### config.mk
export PLATFORM = sky130hd
export DESIGN_NAME = instr_encoder
export DESIGN_NICKNAME = d
export VERILOG_FILES = /design/src/rtl/instr_enc_pkg.sv /design/src/rtl/instr_encoder.sv
export SDC_FILE = /design/constraint.sdc
export NUM_CORES = 1
export LEC_CHECK = 0
export BUFFER_PORTS_ARGS = -buffer_cell sky130_fd_sc_hd__buf_2
export CORE_ASPECT_RATIO = 0.9
export CORE_UTILIZATION = 40
export DETAILED_ROUTE_END_ITERATION = 12
export PLACE_DENSITY = 0.67
export SETUP_SLACK_MARGIN = 0.1
export SYNTH_ARGS = -nofsm -noshare
export SYNTH_HDL_FRONTEND = slang
export SYNTH_SLANG_ARGS = --single-unit
### constraint.sdc
create_clock -name clk -period 1.74 [get_ports clk]
set_clock_uncertainty 0.2 [all_clocks]
set_input_delay 0.348 -clock clk [delete_from_list [all_inputs] [get_ports clk]]
set_output_delay 0.348 -clock clk [all_outputs]
set_load 0.02 [all_outputs]
### src/rtl/instr_enc_pkg.sv
// Shared definitions for the RV32I instruction encoder: format codes, the bundle type,
// immediate range checking and standard bit placement for each format.
package instr_enc_pkg;

    localparam logic [2:0] FMT_R = 3'd0;
    localparam logic [2:0] FMT_I = 3'd1;
    localparam logic [2:0] FMT_S = 3'd2;
    localparam logic [2:0] FMT_B = 3'd3;
    localparam logic [2:0] FMT_U = 3'd4;
    localparam logic [2:0] FMT_J = 3'd5;

    localparam logic [31:0] NOP_INSTR = 32'h0000_0013;  // addi x0, x0, 0

    typedef struct packed {
        logic [2:0]  fmt;
        logic [6:0]  opcode;
        logic [4:0]  rd;
        logic [4:0]  rs1;
        logic [4:0]  rs2;
        logic [2:0]  funct3;
        logic [6:0]  funct7;
        logic [31:0] imm;
    } fields_t;

    // An immediate fits when every bit above the encodable field is a copy of its sign bit.
    function automatic logic imm_err(input logic [2:0] fmt, input logic [31:0] imm);
        logic err;
        err = 1'b1;
        case (fmt)
            FMT_R:        err = 1'b0;
            FMT_I, FMT_S: err = !((&imm[31:11]) || !(|imm[31:11]));
            FMT_B:        err = !((&imm[31:12]) || !(|imm[31:12])) || imm[0];
            FMT_J:        err = !((&imm[31:20]) || !(|imm[31:20])) || imm[0];
            FMT_U:        err = |imm[11:0];
            default:      err = 1'b1;
        endcase
        return err;
    endfunction

    function automatic logic [31:0] pack(input fields_t f);
        logic [31:0] w;
        w = NOP_INSTR;
        case (f.fmt)
            FMT_R: w = {f.funct7, f.rs2, f.rs1, f.funct3, f.rd, f.opcode};
            FMT_I: w = {f.imm[11:0], f.rs1, f.funct3, f.rd, f.opcode};
            FMT_S: w = {f.imm[11:5], f.rs2, f.rs1, f.funct3, f.imm[4:0], f.opcode};
            FMT_B: w = {f.imm[12], f.imm[10:5], f.rs2, f.rs1, f.funct3,
                        f.imm[4:1], f.imm[11], f.opcode};
            FMT_U: w = {f.imm[31:12], f.rd, f.opcode};
            FMT_J: w = {f.imm[20], f.imm[10:1], f.imm[11], f.imm[19:12], f.rd, f.opcode};
            default: w = NOP_INSTR;
        endcase
        return w;
    endfunction

endpackage

### src/rtl/instr_encoder.sv
// Two-stage streaming RV32I encoder: S1 captures the bundle and its range-check result,
// S2 packs the word, tags it with its IMEM byte address and holds it until accepted.
module instr_encoder
    import instr_enc_pkg::*;
#(
    parameter int ADDR_W    = 12,
    parameter int ERR_CNT_W = 8
) (
    input  logic                 clk,
    input  logic                 rst_n,
    input  logic                 in_valid,
    output logic                 in_ready,
    input  logic [2:0]           in_fmt,
    input  logic [6:0]           in_opcode,
    input  logic [4:0]           in_rd,
    input  logic [4:0]           in_rs1,
    input  logic [4:0]           in_rs2,
    input  logic [2:0]           in_funct3,
    input  logic [6:0]           in_funct7,
    input  logic [31:0]          in_imm,
    input  logic                 load_base,
    input  logic [ADDR_W-1:0]    base_addr,
    output logic                 out_valid,
    input  logic                 out_ready,
    output logic [31:0]          out_instr,
    output logic [ADDR_W-1:0]    out_addr,
    output logic                 out_err,
    output logic [ERR_CNT_W-1:0] err_count
);

    fields_t             in_fields;
    fields_t             s1_fields;
    logic                s1_valid;
    logic                s1_err;
    logic                s2_ready;
    logic                s1_advance;
    logic [ADDR_W-1:0]   addr_cnt;

    assign in_fields = '{fmt: in_fmt, opcode: in_opcode, rd: in_rd, rs1: in_rs1,
                         rs2: in_rs2, funct3: in_funct3, funct7: in_funct7, imm: in_imm};

    // Ready ripples back from out_ready only; in_valid never feeds in_ready.
    assign s2_ready   = !out_valid || out_ready;
    assign s1_advance = s1_valid && s2_ready;
    assign in_ready   = !s1_valid || s1_advance;

    // NOTE: all state below uses non-blocking assignments so every flop samples pre-edge values.
    always_ff @(posedge clk or negedge rst_n) begin
        if (!rst_n) begin
            s1_valid  <= 1'b0;
            s1_err    <= 1'b0;
            s1_fields <= '0;
        end else if (in_ready) begin
            s1_valid <= in_valid;
            if (in_valid) begin
                s1_fields <= in_fields;
                s1_err    <= imm_err(in_fmt, in_imm);
            end
        end
    end

    always_ff @(posedge clk or negedge rst_n) begin
        if (!rst_n) begin
            out_valid <= 1'b0;
            out_instr <= '0;
            out_addr  <= '0;
            out_err   <= 1'b0;
            err_count <= '0;
            addr_cnt  <= '0;
        end else begin
            if (s2_ready) begin
                out_valid <= s1_valid;
                if (s1_valid) begin
                    out_instr <= s1_err ? NOP_INSTR : pack(s1_fields);
                    out_err   <= s1_err;
                    out_addr  <= addr_cnt;
                    if (s1_err && !(&err_count))
                        err_count <= err_count + ERR_CNT_W'(1);
                end
            end
            // A coincident S2 load still takes the old count; the base applies to the next word.
            if (load_base)
                addr_cnt <= base_addr & ~ADDR_W'(3);
            else if (s1_advance)
                addr_cnt <= addr_cnt + ADDR_W'(4);
        end
    end

endmodule

==> results.sh <==
export IMPL_cp_data_arrival_time_ns=1.19
export IMPL_drive_gt1_frac=0.441
export IMPL_rsz0062_at_grt="yes"
export IMPL_crit_chain="nand3b_1, buf_4, buf_6"
export IMPL_power_density_nw_per_um2=1180
export IMPL_worstPathRequired_ns=1.19
export IMPL_num_vias=4875
export IMPL_multi_input_area_um2=2660
export IMPL_path_clk_slew_ns=0.05
export IMPL_dp_cells=824
export IMPL_power_mw=10.3
export IMPL_grt_max_degree=35
export IMPL_hp_class="input port to flop"
export IMPL_r2r_start="out_valid$_DFFE_PN0P_"
export IMPL_timing_fmax_ghz=0.575
export IMPL_clock_path_buffers=2
export IMPL_grt_ovfl_total=0
export IMPL_synth_yosys_seq_area_share=0.571
export IMPL_max_stage_delay_ns=0.41
export IMPL_first_iter_violations=265
export IMPL_p_leak_nw=4.19
export IMPL_violations="setup timing"
export IMPL_status="complete, but fails checks"
export IMPL_mostFrequentLayoutCells="buf_2, dfrtp_1, nand2_1, mux2_4, dlygate4sd3_1"
export IMPL_numPortBuffers=134
export IMPL_core_um2=14000
export IMPL_end_kind="output port"
export IMPL_routedWlPerCell_um=18.5
export IMPL_syn_instance_count=490
export IMPL_start_util=0.410
export IMPL_synth_warnings=0
export IMPL_wl_met2_um=8350
export IMPL_fin_crit_sh=1.00
export IMPL_hold_violations=0
export IMPL_cap_violations=0
export IMPL_worstHoldStart="in_imm[28]"
export IMPL_setup_viol=1
export IMPL_dieArea_um2=14800
export IMPL_slew_viol_final=0
export IMPL_ys_types=43
export IMPL_r2r_setup_slack_ns=0.01
export IMPL_cts_root_buf="clkbuf_16"
export IMPL_grt_pass1_wl_um=24500
export IMPL_cp_start_kind="flop"
export IMPL_routed_wl_um=17300
export IMPL_vdd_drop_max_uv=998
export IMPL_antenna_found_initial=1
export IMPL_period_needed_ns=1.74
export IMPL_io_pins=139
export IMPL_synth_edf_count=0
export IMPL_crit_buf_inv=2
export IMPL_top_layer_used="met4"
export IMPL_final_area_um2=8790
export IMPL_place_area_um2=6940
export IMPL_cts_tree="built"
export IMPL_ys_seq_elements=131
export IMPL_path_max_fanout=3
export IMPL_dp_final_hpwl_um=10700
export IMPL_nNetsFinal=817
export IMPL_rows=41
export IMPL_seqCellArea_um2=3290
export IMPL_via_per_inst=5.20
export IMPL_die_w_um=128
export IMPL_route_detailed_drc=0
export IMPL_dr_wl_met3_um=911
export IMPL_whs_ns=0.0135
export IMPL_r2r_end="s1_fields[10]$_DFFE_PN0P_"
export IMPL_die_h_um=116
export IMPL_worstRegToRegCells=6
export IMPL_synthArstFlopShare=1.00
export IMPL_cts_htree_levels=4
export IMPL_synthFlopType="dfrtp_1"
export IMPL_fillCellCount=1074
export IMPL_hold_path_depth=2
export IMPL_post_place_ws_ns=-0.117
export IMPL_final_instance_count_excl_fill=938
export IMPL_synth_cell_area_um2=5740
export IMPL_area_growth_pct=53.0
export IMPL_numCtsBuffers=17
export IMPL_clock_sinks=131
export IMPL_drtPass1Iterations=4
export IMPL_cpMaxStageDelayCell="dfrtp_2"
export IMPL_worst_slack_ns=-0.000395
export IMPL_grt_pass1_vias=4851
export IMPL_postSynthAreaPerCell_um2=11.7
export IMPL_ant_nets=0
export IMPL_holdPathEnd="s1_fields[28]$_DFFE_PN0P_"
export IMPL_met1Wirelength_um=7630
export IMPL_finalWeightedCongestion=0.865
export IMPL_crit_family="flip-flops"
export IMPL_setup_worst_path_class="flop to output port"
export IMPL_track_usage=0.221
export IMPL_layout_commonest_cell="buf_2"
export IMPL_insertion_delay_ns=0.42
-- final cells by class --
| class | count | area share |
|---|---|---|
| Antenna cell | 1 | 0.000285 |
| Clock buffer | 23 | 0.0555 |
| Clock inverter | 9 | 0.0171 |
| Inverter | 3 | 0.00199 |
| Multi-Input combinational cell | 330 | 0.302 |
| Sequential cell | 131 | 0.374 |
| Tap cell | 193 | 0.0275 |
| Timing Repair Buffer | 248 | 0.221 |
-- worst reg2reg max path, stage by stage, from the launching register on --
cell and delay [ns]:
dfrtp_2 0.37, nand3b_1 0.12, buf_4 0.16, buf_8 0.13, nand2_8 0.13, clkbuf_16 0.19
mux2_4 0.31
-- stage by stage --
stage / TNS, ns / util
final: -0.000395 / 0.627
after floorplan: -1.34 / -
after CTS: 0 / 0.588
after global routing: -0.707 / 0.627
after detailed placement: -0.427 / 0.496
after global placement: -0.113 / 0.496
-- logic make-up after synthesis --
group | count (synthesis) | share of synthesized area
other cells | 1 | 0.000653
buf+inv | 31 | 0.0318
fa+ha+maj | 2 | 0.00436
simple gates | 139 | 0.114
flops | 131 | 0.571
xor+xnor | 17 | 0.0259
mux | 73 | 0.142
compound gates | 96 | 0.110
-- worst max path at each step --
stage	startpoint	endpoint	slack [ns]	depth (start not counted)
finish	out_valid$_DFFE_PN0P_	in_ready	-0.0004	3
global route	out_valid$_DFFE_PN0P_	in_ready	-0.05	3
CTS	out_valid$_DFFE_PN0P_	in_ready	0.01	3
detailed placement	in_imm[17]	s1_err$_DFFE_PN0P_	-0.12	6
global placement	in_imm[17]	s1_err$_DFFE_PN0P_	-0.11	6
floorplan	out_valid$_DFFE_PN0P_	s1_fields[43]$_DFFE_PN0P_	-0.07	5
-- report_power, final --
group	total, mW	switching (mW)	internal, mW
sequential	3.96	0.423	3.54
combinational	2.54	1.24	1.30
clock	3.84	1.30	2.54
-- registers in the layout, indices dropped and copies added (netlist names), 8 cells and up --
name	flops
s1_fields	67
out_instr	32
err_count	8
addr_cnt	10
out_addr	10
-- cells in the mapped netlist, types with 2 or more instances --
cell      number  area (µm²)
dfrtp_1      131        3280
nand2_1       73         274
mux2_2        70         788
o21ai_0       28         140
a22oi_1       23         173
a21oi_1       17        85.1
xnor2_1       11        96.3
a22o_1        10        87.6
nand4_1       10        62.6
nor2_1        10        37.5
nor2b_1       10        62.6
clkbuf_1       9        33.8
buf_2          7        35.0
buf_4          6        45.0
nand3_1        6        30.0
nor3_1         6        30.0
o22ai_1        6        37.5
xor2_1         6        52.6
and3_1         5        31.3
nand2b_1       5        31.3
nor4_1         5        31.3
buf_8          3        45.0
mux2i_1        3        30.0
o21ai_1        3        15.0
o22a_1         3        26.3
a31oi_1        2        12.5
buf_1          2        7.51
ha_1           2        25.0
inv_1          2        7.51
nand3b_1       2        15.0
or4_1          2        15.0
-- per-layer routing --
metal  track usage  up-vias
met2         0.359      174
met5             0        -
met3        0.0577       35
met4        0.0965        0
met1         0.281     2429
li1              -     2237
-- timing repair --
item	CTS	global route
resized for setup	11	78
setup endpoints to repair	99	85
buffers inserted	7	7
hold buffers	57	1
gates cloned	0	9
endpoints found under the hold margin	187	1
pin swaps	4	11
Power figures use the tool's default switching activity.
